==> src/rtl/ks_pipe_subtractor_pkg.sv <==
// Shared types and constants for the Kogge-Stone subtractor slice.
package ks_pkg;

  // A - B is computed as A + ~B + 1, so the carry-in is fixed high.
  localparam logic KS_CIN_SUB = 1'b1;

  typedef struct packed {
    logic g;
    logic p;
  } ks_gp_t;

  function automatic int unsigned KS_LEVELS(input int unsigned w);
    return $clog2(w);
  endfunction

endpackage

==> src/rtl/ks_black_cell.sv <==
// Kogge-Stone black cell: merges a generate/propagate pair with its predecessor span.
module ks_black_cell (
  input  logic gi,
  input  logic pi,
  input  logic gprev,
  input  logic pprev,
  output logic g,
  output logic p
);

  assign g = gi | (pi & gprev);
  assign p = pi & pprev;

endmodule

==> src/rtl/ks_pipe_subtractor.sv <==
// Two-stage pipelined Kogge-Stone subtractor (A - B) with valid/ready streaming.
// Optional macro KS_SUB_SATURATE_EN clamps the difference to 0 when A < B.
import ks_pkg::*;

module ks_pipe_subtractor #(
  parameter int unsigned WIDTH = 8
) (
  input  logic             clk,
  input  logic             rst_n,
  input  logic             in_valid,
  output logic             in_ready,
  input  logic [WIDTH-1:0] a,
  input  logic [WIDTH-1:0] b,
  output logic             out_valid,
  input  logic             out_ready,
  output logic [WIDTH-1:0] diff,
  output logic             borrow,
  output logic             zero
);

  localparam int unsigned LEVELS = KS_LEVELS(WIDTH);

  ks_gp_t [WIDTH-1:0] s1_gp_d, s1_gp_q;
  ks_gp_t [WIDTH-1:0] s2_gp_d, s2_gp_q;
  logic               s1_valid_q, s2_valid_q;
  logic               s1_adv, s2_adv;

  logic [WIDTH-1:0]   nb;
  logic [WIDTH-1:0]   s1_g, s1_p;
  logic [WIDTH-1:0]   s2_g, s2_p;
  logic [WIDTH-1:0]   prefix_g;
  logic [WIDTH-1:0]   prefix_p_unused;
  logic [WIDTH-1:0]   raw_diff, diff_sel;
  logic               raw_borrow, raw_zero;

  assign s2_adv    = !s2_valid_q || out_ready;
  assign s1_adv    = !s1_valid_q || s2_adv;
  assign in_ready  = rst_n & s1_adv;
  assign out_valid = s2_valid_q;

  // Bit 0 absorbs the constant carry-in into its generate term.
  always_comb begin
    nb = ~b;
    for (int unsigned i = 0; i < WIDTH; i++) begin
      s1_gp_d[i].g = a[i] & nb[i];
      s1_gp_d[i].p = a[i] ^ nb[i];
    end
    s1_gp_d[0].g = (a[0] & nb[0]) | ((a[0] ^ nb[0]) & KS_CIN_SUB);
  end

  always_comb begin
    for (int unsigned i = 0; i < WIDTH; i++) begin
      s1_g[i] = s1_gp_q[i].g;
      s1_p[i] = s1_gp_q[i].p;
    end
  end

  // Each level lives in its own block so level k+1 never reads the vector it drives.
  for (genvar k = 0; k < int'(LEVELS); k++) begin : g_lvl
    logic [WIDTH-1:0] gin, pin, gout, pout;

    if (k == 0) begin : g_src_s1
      assign gin = s1_g;
      assign pin = s1_p;
    end else begin : g_src_prev
      assign gin = g_lvl[k-1].gout;
      assign pin = g_lvl[k-1].pout;
    end

    for (genvar i = 0; i < int'(WIDTH); i++) begin : g_pos
      if (i >= (1 << k)) begin : g_cell
        ks_black_cell u_cell (
          .gi    (gin[i]),
          .pi    (pin[i]),
          .gprev (gin[i-(1<<k)]),
          .pprev (pin[i-(1<<k)]),
          .g     (gout[i]),
          .p     (pout[i])
        );
      end else begin : g_pass
        assign gout[i] = gin[i];
        assign pout[i] = pin[i];
      end
    end
  end

  assign prefix_g        = g_lvl[LEVELS-1].gout;
  assign prefix_p_unused = g_lvl[LEVELS-1].pout;

  always_comb begin
    for (int unsigned i = 0; i < WIDTH; i++) begin
      s2_gp_d[i].g = prefix_g[i];
      s2_gp_d[i].p = s1_p[i];
    end
  end

  always_ff @(posedge clk or negedge rst_n) begin
    if (!rst_n) begin
      s1_valid_q <= 1'b0;
      s1_gp_q    <= '0;
      s2_valid_q <= 1'b0;
      s2_gp_q    <= '0;
    end else begin
      if (s1_adv) begin
        s1_valid_q <= in_valid;
        if (in_valid) s1_gp_q <= s1_gp_d;
      end
      if (s2_adv) begin
        s2_valid_q <= s1_valid_q;
        if (s1_valid_q) s2_gp_q <= s2_gp_d;
      end
    end
  end

  always_comb begin
    for (int unsigned i = 0; i < WIDTH; i++) begin
      s2_g[i] = s2_gp_q[i].g;
      s2_p[i] = s2_gp_q[i].p;
    end
    raw_diff    = '0;
    raw_diff[0] = s2_p[0] ^ KS_CIN_SUB;
    for (int unsigned i = 1; i < WIDTH; i++) begin
      raw_diff[i] = s2_p[i] ^ s2_g[i-1];
    end
    raw_borrow = ~s2_g[WIDTH-1];
    raw_zero   = (raw_diff == '0);
  end

`ifdef KS_SUB_SATURATE_EN
  assign diff_sel = raw_borrow ? '0 : raw_diff;
`else
  assign diff_sel = raw_diff;
`endif

  // Outputs read as zero whenever stage 2 holds no result, including during reset.
  assign diff   = s2_valid_q ? diff_sel : '0;
  assign borrow = s2_valid_q & raw_borrow;
  assign zero   = s2_valid_q & raw_zero;

endmodule

==> config.mk <==
export PLATFORM = sky130hd
export DESIGN_NAME = ks_pipe_subtractor
export DESIGN_NICKNAME = d
export VERILOG_FILES = /design/src/rtl/ks_pipe_subtractor_pkg.sv /design/src/rtl/ks_black_cell.sv /design/src/rtl/ks_pipe_subtractor.sv
export SDC_FILE = /design/constraint.sdc
export NUM_CORES = 1
export LEC_CHECK = 0
export CAP_MARGIN = 30
export CORE_UTILIZATION = 55
export DETAILED_ROUTE_END_ITERATION = 8
export GPL_TIMING_DRIVEN = 0
export PLACE_DENSITY = 0.82
export SETUP_SLACK_MARGIN = 0.2
export SLEW_MARGIN = 20
export SYNTH_ARGS = -nofsm -noshare
export SYNTH_HDL_FRONTEND = slang
export SYNTH_HIERARCHICAL = 1
export SYNTH_SLANG_ARGS = --single-unit
==> constraint.sdc <==
create_clock -name clk -period 2.3 [get_ports clk]
set_input_delay 0.69 -clock clk [delete_from_list [all_inputs] [get_ports clk]]
set_output_delay 0.69 -clock clk [all_outputs]
set_load 0.02 [all_outputs]
* After elaboration in Yosys (flattened, before gate mapping)
Index checks and enable logic that the tools add are counted.
Word-level totals: input port bits 20, flip-flop bits (word level) 34, output and inout port bits 12, word-level logic and storage cells 116
Cells by class: muxes and demuxes 1, reductions and logical operators 7, bitwise logic cells 74
Operator list (number):
- $and 1x1->1 | 38
- $or 1x1->1 | 18
- $xor 1x1->1 | 15
- $logic_not 8->1 | 1
- $mux 8 | 1
- $not 8->8 | 1
- $reduce_and 2->1 | 2
- $logic_not 1->1 | 2
- $logic_or 1x1->1 | 2
- $not 1->1 | 2

* Depth between registers and ports, before layout
Gate-level depths: netlist of the first run.
depth after elaboration 6, depth in mapped cells 4, depth with buffers taken out 4

* Modules after synthesis
Netlist of the first run, hierarchy kept.
Modules (own cells, without submodules):
- ks_pipe_subtractor | instances 1, area each 1641.6 sq um, cells an instance 113, seq. area each 850.8 sq um
- ks_black_cell | instances 17, area each 15.0 sq um, cells an instance 2, seq. area each 0.0 sq um

* Least setup slack after synthesis of the first run
OpenSTA, ideal clock, no wires.
kind input to output, from in out_ready, to out in_ready, stages on the path 2, required time 1.610 ns, path buffers 0, slack 0.465 ns, data arrival time 1.145 ns, path through nand3b_1 > and2_1
On the way: longest elaborated chain between the ends 3
Ends and longest elaborated chain:
- from (decl) | RTL line ks_pipe_subtractor.sv:15 | input logic out_ready,
- $logic_or 1x1->1 | RTL line ks_pipe_subtractor.sv:36 | assign s2_adv = !s2_valid_q || out_ready;
- $logic_or 1x1->1 | RTL line ks_pipe_subtractor.sv:37 | assign s1_adv = !s1_valid_q || s2_adv;
- $and 1x1->1 | RTL line ks_pipe_subtractor.sv:38 | assign in_ready = rst_n & s1_adv;
- to (decl) | RTL line ks_pipe_subtractor.sv:11 | output logic in_ready,
Every way passes these cells.

* Worst setup path in the final report of the first run
from reg s2_gp_q (netlist bit s2_g[4]), to out zero
On the way: longest elaborated chain between the ends 3
Ends and longest elaborated chain:
- from (decl) | RTL line ks_pipe_subtractor.sv:24 | ks_gp_t [WIDTH-1:0] s2_gp_d, s2_gp_q;
- from (signal assigned) | RTL line ks_pipe_subtractor.sv:110 | if (s1_valid_q) s2_gp_q <= s2_gp_d;
- $xor 1x1->1 | RTL line ks_pipe_subtractor.sv:123 | raw_diff[i] = s2_p[i] ^ s2_g[i-1];
- $logic_not 8->1 | RTL line ks_pipe_subtractor.sv:126 | raw_zero = (raw_diff == '0);
- $and 1x1->1 | RTL line ks_pipe_subtractor.sv:138 | assign zero = s2_valid_q & raw_zero;
- to (decl) | RTL line ks_pipe_subtractor.sv:18 | output logic zero
Every way passes these cells.

==> flow_metrics.py, run 1 <==
metrics = {
    "final_layout": {
        "fin_util": 0.752,
        "layout_commonest_cell": "dfrtp_1",
        "multiInputGateArea_um2": 935,
        "final.fill_count": 199,
        "drive_gt1_frac": 0.387,
        "nets": 213,
        "layout_common_cells": "34 x dfrtp_1, 19 x mux2_4, 17 x a21o_1, 17 x clkdlybuf4s50_1, 12 x mux2_2",
        "num_antenna_cells": 0,
        "seqCellArea_um2": 851,
        "syn_to_final_growth_pct": 27.5,
    },
    "sta": {
        "finalSetupViolCount": 0,
        "post-route-min-period_ps": 2160,
        "hold_violations": 0,
        "timing.slew.headroom": 0.851,
        "setup_slack_ps": 144,
        "clock-skew-final_ps": 5.56,
        "max_freq_mhz": 464,
        "slew_viol_final": 0,
        "finalCritPeriodShare": 0.938,
        "worst_pin_slew_ps": 223,
        "rsz0062_at_grt": "true",
    },
    "critical_path": {
        "cp.depth": 4,
        "arrival_ps": 1470,
        "worstPathCellList": "xor2_1 > nor4_1 > and2_1 > buf_4",
        "startpoint_type": "register",
        "reg2reg_depth": 7,
        "path_buf_inv": 1,
        "critPathKind": "register to primary output",
        "cp_slowest_cell": "dfrtp_1",
        "reg2reg_slack_ps": 720,
        "timing.rr.start": "out_valid$_DFFE_PN0P_",
        "critPathTopFamily": "simple AND/OR/NAND/NOR gates",
        "cp-end-kind": "primary output",
        "endpoint": "zero",
        "cp.required_ps": 1610,
        "critPathMaxFanout": 2,
        "r2r_end": "g_lvl[0].gin[4]$_DFFE_PN0P_",
        "crit_start": "s2_g[4]$_DFFE_PN0P_",
        "slowest_delay_ps": 410,
    },
    "floorplan": {
        "die_x_um": 59.9,
        "rows": 20,
        "core_um2": 3130,
        "dieArea_um2": 3590,
        "initial_core_util": 0.590,
        "ios": 32,
        "die_h_um": 59.9,
    },
    "clock_network": {
        "clock_latency_ps": 340,
        "clk_pin_slew_ps": 110,
        "cts-root-buf": "clkbuf_4",
        "cts_tree": "yes",
        "cts_sinks": 34,
        "cts_buffer_depth": 2,
        "htreeDepth": 2,
        "cts_buffers": 5,
    },
    "route": {
        "wl_per_cell_um": 13.9,
        "ant_nets": 0,
        "drt_wl_total_mm": 3.20,
        "via_count": 1156,
        "drt_iter0_drc": 20,
        "viasPerCell": 5.03,
        "dr.pass1.iters": 2,
        "remaining_drc_errors": 0,
    },
    "synth": {
        "syn_area_um2": 1840,
        "ys_warn_count": 6,
        "avgSynthCellArea_um2": 13.2,
        "syn_nets": 168,
        "syn_inst": 140,
    },
    "global_route": {
        "overflow": 0,
        "grt_max_degree": 36,
        "antenna_found_initial": 0,
        "track_usage": 0.206,
        "grt_pass1_vias": 1170,
        "grt_pass1_wl_mm": 5.24,
    },
    "pwr": {
        "irDropWorstVdd_v": 0.000439,
        "power-per-cell-area_nw_per_um2": 896,
        "p_leak_uw": 0.00124,
    },
    "run_status": {
        "run_status": "finished clean",
    },
    "placement": {
        "place_congestion": 0.801,
        "pre_cts_ws_ps": -461,
        "numPortBuffers": 31,
        "hpwlAfterDp_mm": 2.40,
    },
    "run": {
        "cap_violations": 0,
    },
    "hold_path": {
        "worstHoldPathType": "primary input to async pin",
    },
}
[power breakdown]
group          switching (µW)  internal, µW
Combinational             341           465
Clock                     205           225
Sequential                129           741
[through the flow]
stage,hold WS [ps],cell area [µm²],setup TNS [ps],power [µW],instances
after floorplan,394,1840,0,1390,140
after global placement,487,2210,-5300,1660,215
after detailed placement,508,2220,-498,1700,216
after CTS,289,2330,0,2110,228
after global routing,290,2350,0,2230,230
final,286,2350,0,2110,230
[worst register-to-register path: cells and delay by family, from the launching register on]
kind	cells	cell delay (ps)
and+or+nand+nor	2	230
buffers and inverters	4	560
DFF	1	370
muxes	1	300
[routing by layer]
layer | vias to the layer above | GRT usage | part of all wire
met5 | - | 0 | 0
met4 | 0 | 0.0831 | 0.014
li1 | 564 | - | -
met2 | 28 | 0.346 | 0.50
met1 | 558 | 0.240 | 0.44
met3 | 6 | 0.0714 | 0.045
[flip-flops by register name (all words and copies together), names as in the netlist]
name / cells
g_lvl.gin: 8
g_lvl.pin: 8
out_valid: 1
s1_valid_q: 1
s2_g: 8
s2_gp_q: 8
[area by class of cell]
| cell class | count | area share |
|---|---|---|
| plain buffers | 3 | 0.0191 |
| clock buffers | 5 | 0.0160 |
| clock inverters | 3 | 0.0170 |
| inverters | 9 | 0.0144 |
| multi-input cells | 94 | 0.397 |
| flip-flops and latches | 34 | 0.362 |
| well taps | 44 | 0.0234 |
| repair buffers | 38 | 0.151 |
[timing repair]
item,4_1_cts,5_1_grt
resized for setup,28,13
endpoints found under the hold margin,0,0
pin swaps,1,1
hold buffers,0,0
endpoints found under the setup margin,11,10
buffers inserted,4,2
[how the worst min path moves through the flow]
stage,start,cells after the start,slack [ps],to
after detailed placement,g_lvl[0].gin[7]$_DFFE_PN0P_,1,510,g_lvl[0].gin[7]$_DFFE_PN0P_
final,rst_n,2,290,s2_gp_q[2]$_DFFE_PN0P_
after floorplan,rst_n,0,390,g_lvl[0].gin[0]$_DFFE_PN0P_
after CTS,rst_n,2,290,s2_gp_q[0]$_DFFE_PN0P_
after global placement,s1_valid_q$_DFFE_PN0N_,1,490,out_valid$_DFFE_PN0P_
after global routing,rst_n,2,290,s2_gp_q[0]$_DFFE_PN0P_
No activity file was read; power rests on OpenSTA's default activity.
==> run 2: changes to the inputs <==
- HOLD_SLACK_MARGIN: default -> 0.06
==> results of run 2 <==
Same layout as run 1: the final DEF is identical, and so are final timing and power.
==> run 3: changes to the inputs <==
- GPL_TIMING_DRIVEN: 0 -> default
==> run 3 against run 2 <==
Clock power fell by 2%; global-route usage grew 1.1 points; critical path type is now primary input to primary output; count of clock-buffer cells in the layout up 2; hold slack improved by 230 ps; clock skew is 6.7 ps higher; final area shrank 1.4%; core utilization fell by 1.0 points.
==> flow_metrics.py, run 3 (synthesis gave the netlist of run 1 again) <==
metrics = {
    "clock_network": {
        "cts_buffers": 5,
        "clk_pin_slew_ps": 100,
        "clock_latency_ps": 340,
        "cts_tree": "yes",
        "cts-root-buf": "clkbuf_4",
        "cts_sinks": 34,
        "cts_buffer_depth": 2,
        "htreeDepth": 2,
    },
    "route": {
        "met1_length_mm": 1.46,
        "drt_iter0_drc": 38,
        "via_count": 1153,
        "met2_length_mm": 1.70,
        "wl_per_cell_um": 14.6,
        "dr.pass1.iters": 3,
        "routed.top_layer": "met4",
        "wl_met3_um": 138,
        "ant_nets": 0,
        "drt_wl_total_mm": 3.34,
        "remaining_drc_errors": 0,
        "viasPerCell": 5.03,
    },
    "final_layout": {
        "drive_gt1_frac": 0.400,
        "syn_to_final_growth_pct": 25.8,
        "fin_util": 0.742,
        "layout_commonest_cell": "dfrtp_1",
        "post-route-cell-area_um2": 2320,
        "nets": 212,
        "final.fill_count": 225,
        "layout_common_cells": "34 x dfrtp_1, 19 x mux2_4, 18 x clkdlybuf4s50_1, 17 x a21o_1, 12 x mux2_2",
        "num_antenna_cells": 0,
    },
    "global_route": {
        "overflow": 0,
        "antenna_found_initial": 0,
        "grt_max_degree": 35,
        "track_usage": 0.217,
        "grt_pass1_vias": 1153,
        "grt_pass1_wl_mm": 5.43,
    },
    "critical_path": {
        "critPathMaxFanout": 2,
        "path_buf_inv": 2,
        "cp-end-kind": "primary output",
        "timing.rr.start": "out_valid$_DFFE_PN0P_",
        "arrival_ps": 1470,
        "slowest_delay_ps": 520,
        "reg2reg_slack_ps": 680,
        "cp.required_ps": 1610,
        "r2r_end": "g_lvl[0].gin[1]$_DFFE_PN0P_",
        "cp_slowest_cell": "clkdlybuf4s50_1",
        "startpoint_type": "primary input",
        "critPathTopFamily": "buffers and inverters",
        "reg2reg_depth": 6,
        "critPathKind": "primary input to primary output",
        "worstPathCellList": "clkdlybuf4s50_1 > and2_4 > buf_6",
        "cp.depth": 3,
    },
    "sta": {
        "finalCritPeriodShare": 0.941,
        "worst_pin_slew_ps": 421,
        "post-route-min-period_ps": 2160,
        "clock-skew-final_ps": 12.2,
        "slew_viol_final": 0,
        "max_freq_mhz": 462,
        "timing.slew.headroom": 0.719,
        "finalSetupTns_ps": 0,
        "hold_violations": 0,
        "holdWs_ps": 517,
        "finalSetupViolCount": 0,
        "rsz0062_at_grt": "true",
    },
    "floorplan": {
        "dieArea_um2": 3590,
        "die_h_um": 59.9,
        "initial_core_util": 0.590,
        "rows": 20,
        "ios": 32,
        "die_x_um": 59.9,
        "core_um2": 3130,
    },
    "placement": {
        "dpl_cell_area_um2": 2220,
        "hpwlAfterDp_mm": 2.44,
        "numPortBuffers": 31,
        "place_congestion": 0.790,
    },
    "pwr": {
        "irDropWorstVdd_v": 0.000516,
        "p_leak_uw": 0.00122,
        "power-per-cell-area_nw_per_um2": 899,
    },
    "run": {
        "cap_violations": 0,
    },
    "hold_path": {
        "holdPathStages": 1,
        "min_to": "s2_g[7]$_DFFE_PN0P_",
        "worstHoldPathType": "register to register",
        "worstHoldStart": "s2_g[7]$_DFFE_PN0P_",
    },
    "run_status": {
        "run_status": "finished clean",
    },
}
[run 3: changes by cell type in the layout (fill, tap and decap cells not counted), moves of 2 or more]
cell and change:
clkbuf_1 +2, xor2_2 +2, clkbuf_2 +3, clkdlybuf4s15_1 -2, xor2_1 -2, clkdlybuf4s15_2 -2, clkinv_2 -2
[run 3: worst max-delay path by stage]
stage	startpoint	to	slack [ps]
2_1_floorplan	out_ready	in_ready	470
3_3_place_gp	out_ready	in_ready	-380
3_5_place_dp	out_ready	in_ready	-390
4_1_cts	out_ready	in_ready	30
5_1_grt	s2_g[5]$_DFFE_PN0P_	zero	40
6_report	rst_n	in_ready	140
[run 3: timing repair]
item | CTS | global route
hold buffers | 0 | 0
buffers inserted | 2 | 3
pin swaps | 2 | 1
gates resized for setup | 25 | 23
endpoints found under the setup margin | 12 | 11
cloned | 0 | 0
[run 3: through the flow]
stage | total power, µW | worst slack, ps | std cells
final | 2090 | 136 | 229
after global routing | 2210 | 44.5 | 229
after CTS | 2090 | 26.2 | 226
after detailed placement | 1700 | -394 | 216
after global placement | 1660 | -380 | 216
after floorplan | 1390 | 465 | 140
[run 3: cell type report]
cell class / instances / area (µm²) / area share
inverter: 9 / 33.8 / 0.0146
clock inverter: 1 / 30.0 / 0.0129
tap: 44 / 55.1 / 0.0237
multi-input combinational: 94 / 956 / 0.412
timing repair buffer: 40 / 349 / 0.150
sequential: 34 / 851 / 0.367
clock buffer: 7 / 45.0 / 0.0194
[run 3: power breakdown]
group	total [µW]	internal, µW	switching [µW]
Combinational	782	436	346
Sequential	882	741	141
Clock	422	231	192
[run 3: layer usage]
| metal | global-route usage | vias to the layer above |
|---|---|---|
| met4 | 0.0698 | 0 |
| met5 | 0 | - |
| li1 | - | 563 |
| met1 | 0.258 | 558 |
| met2 | 0.365 | 26 |
| met3 | 0.0779 | 6 |
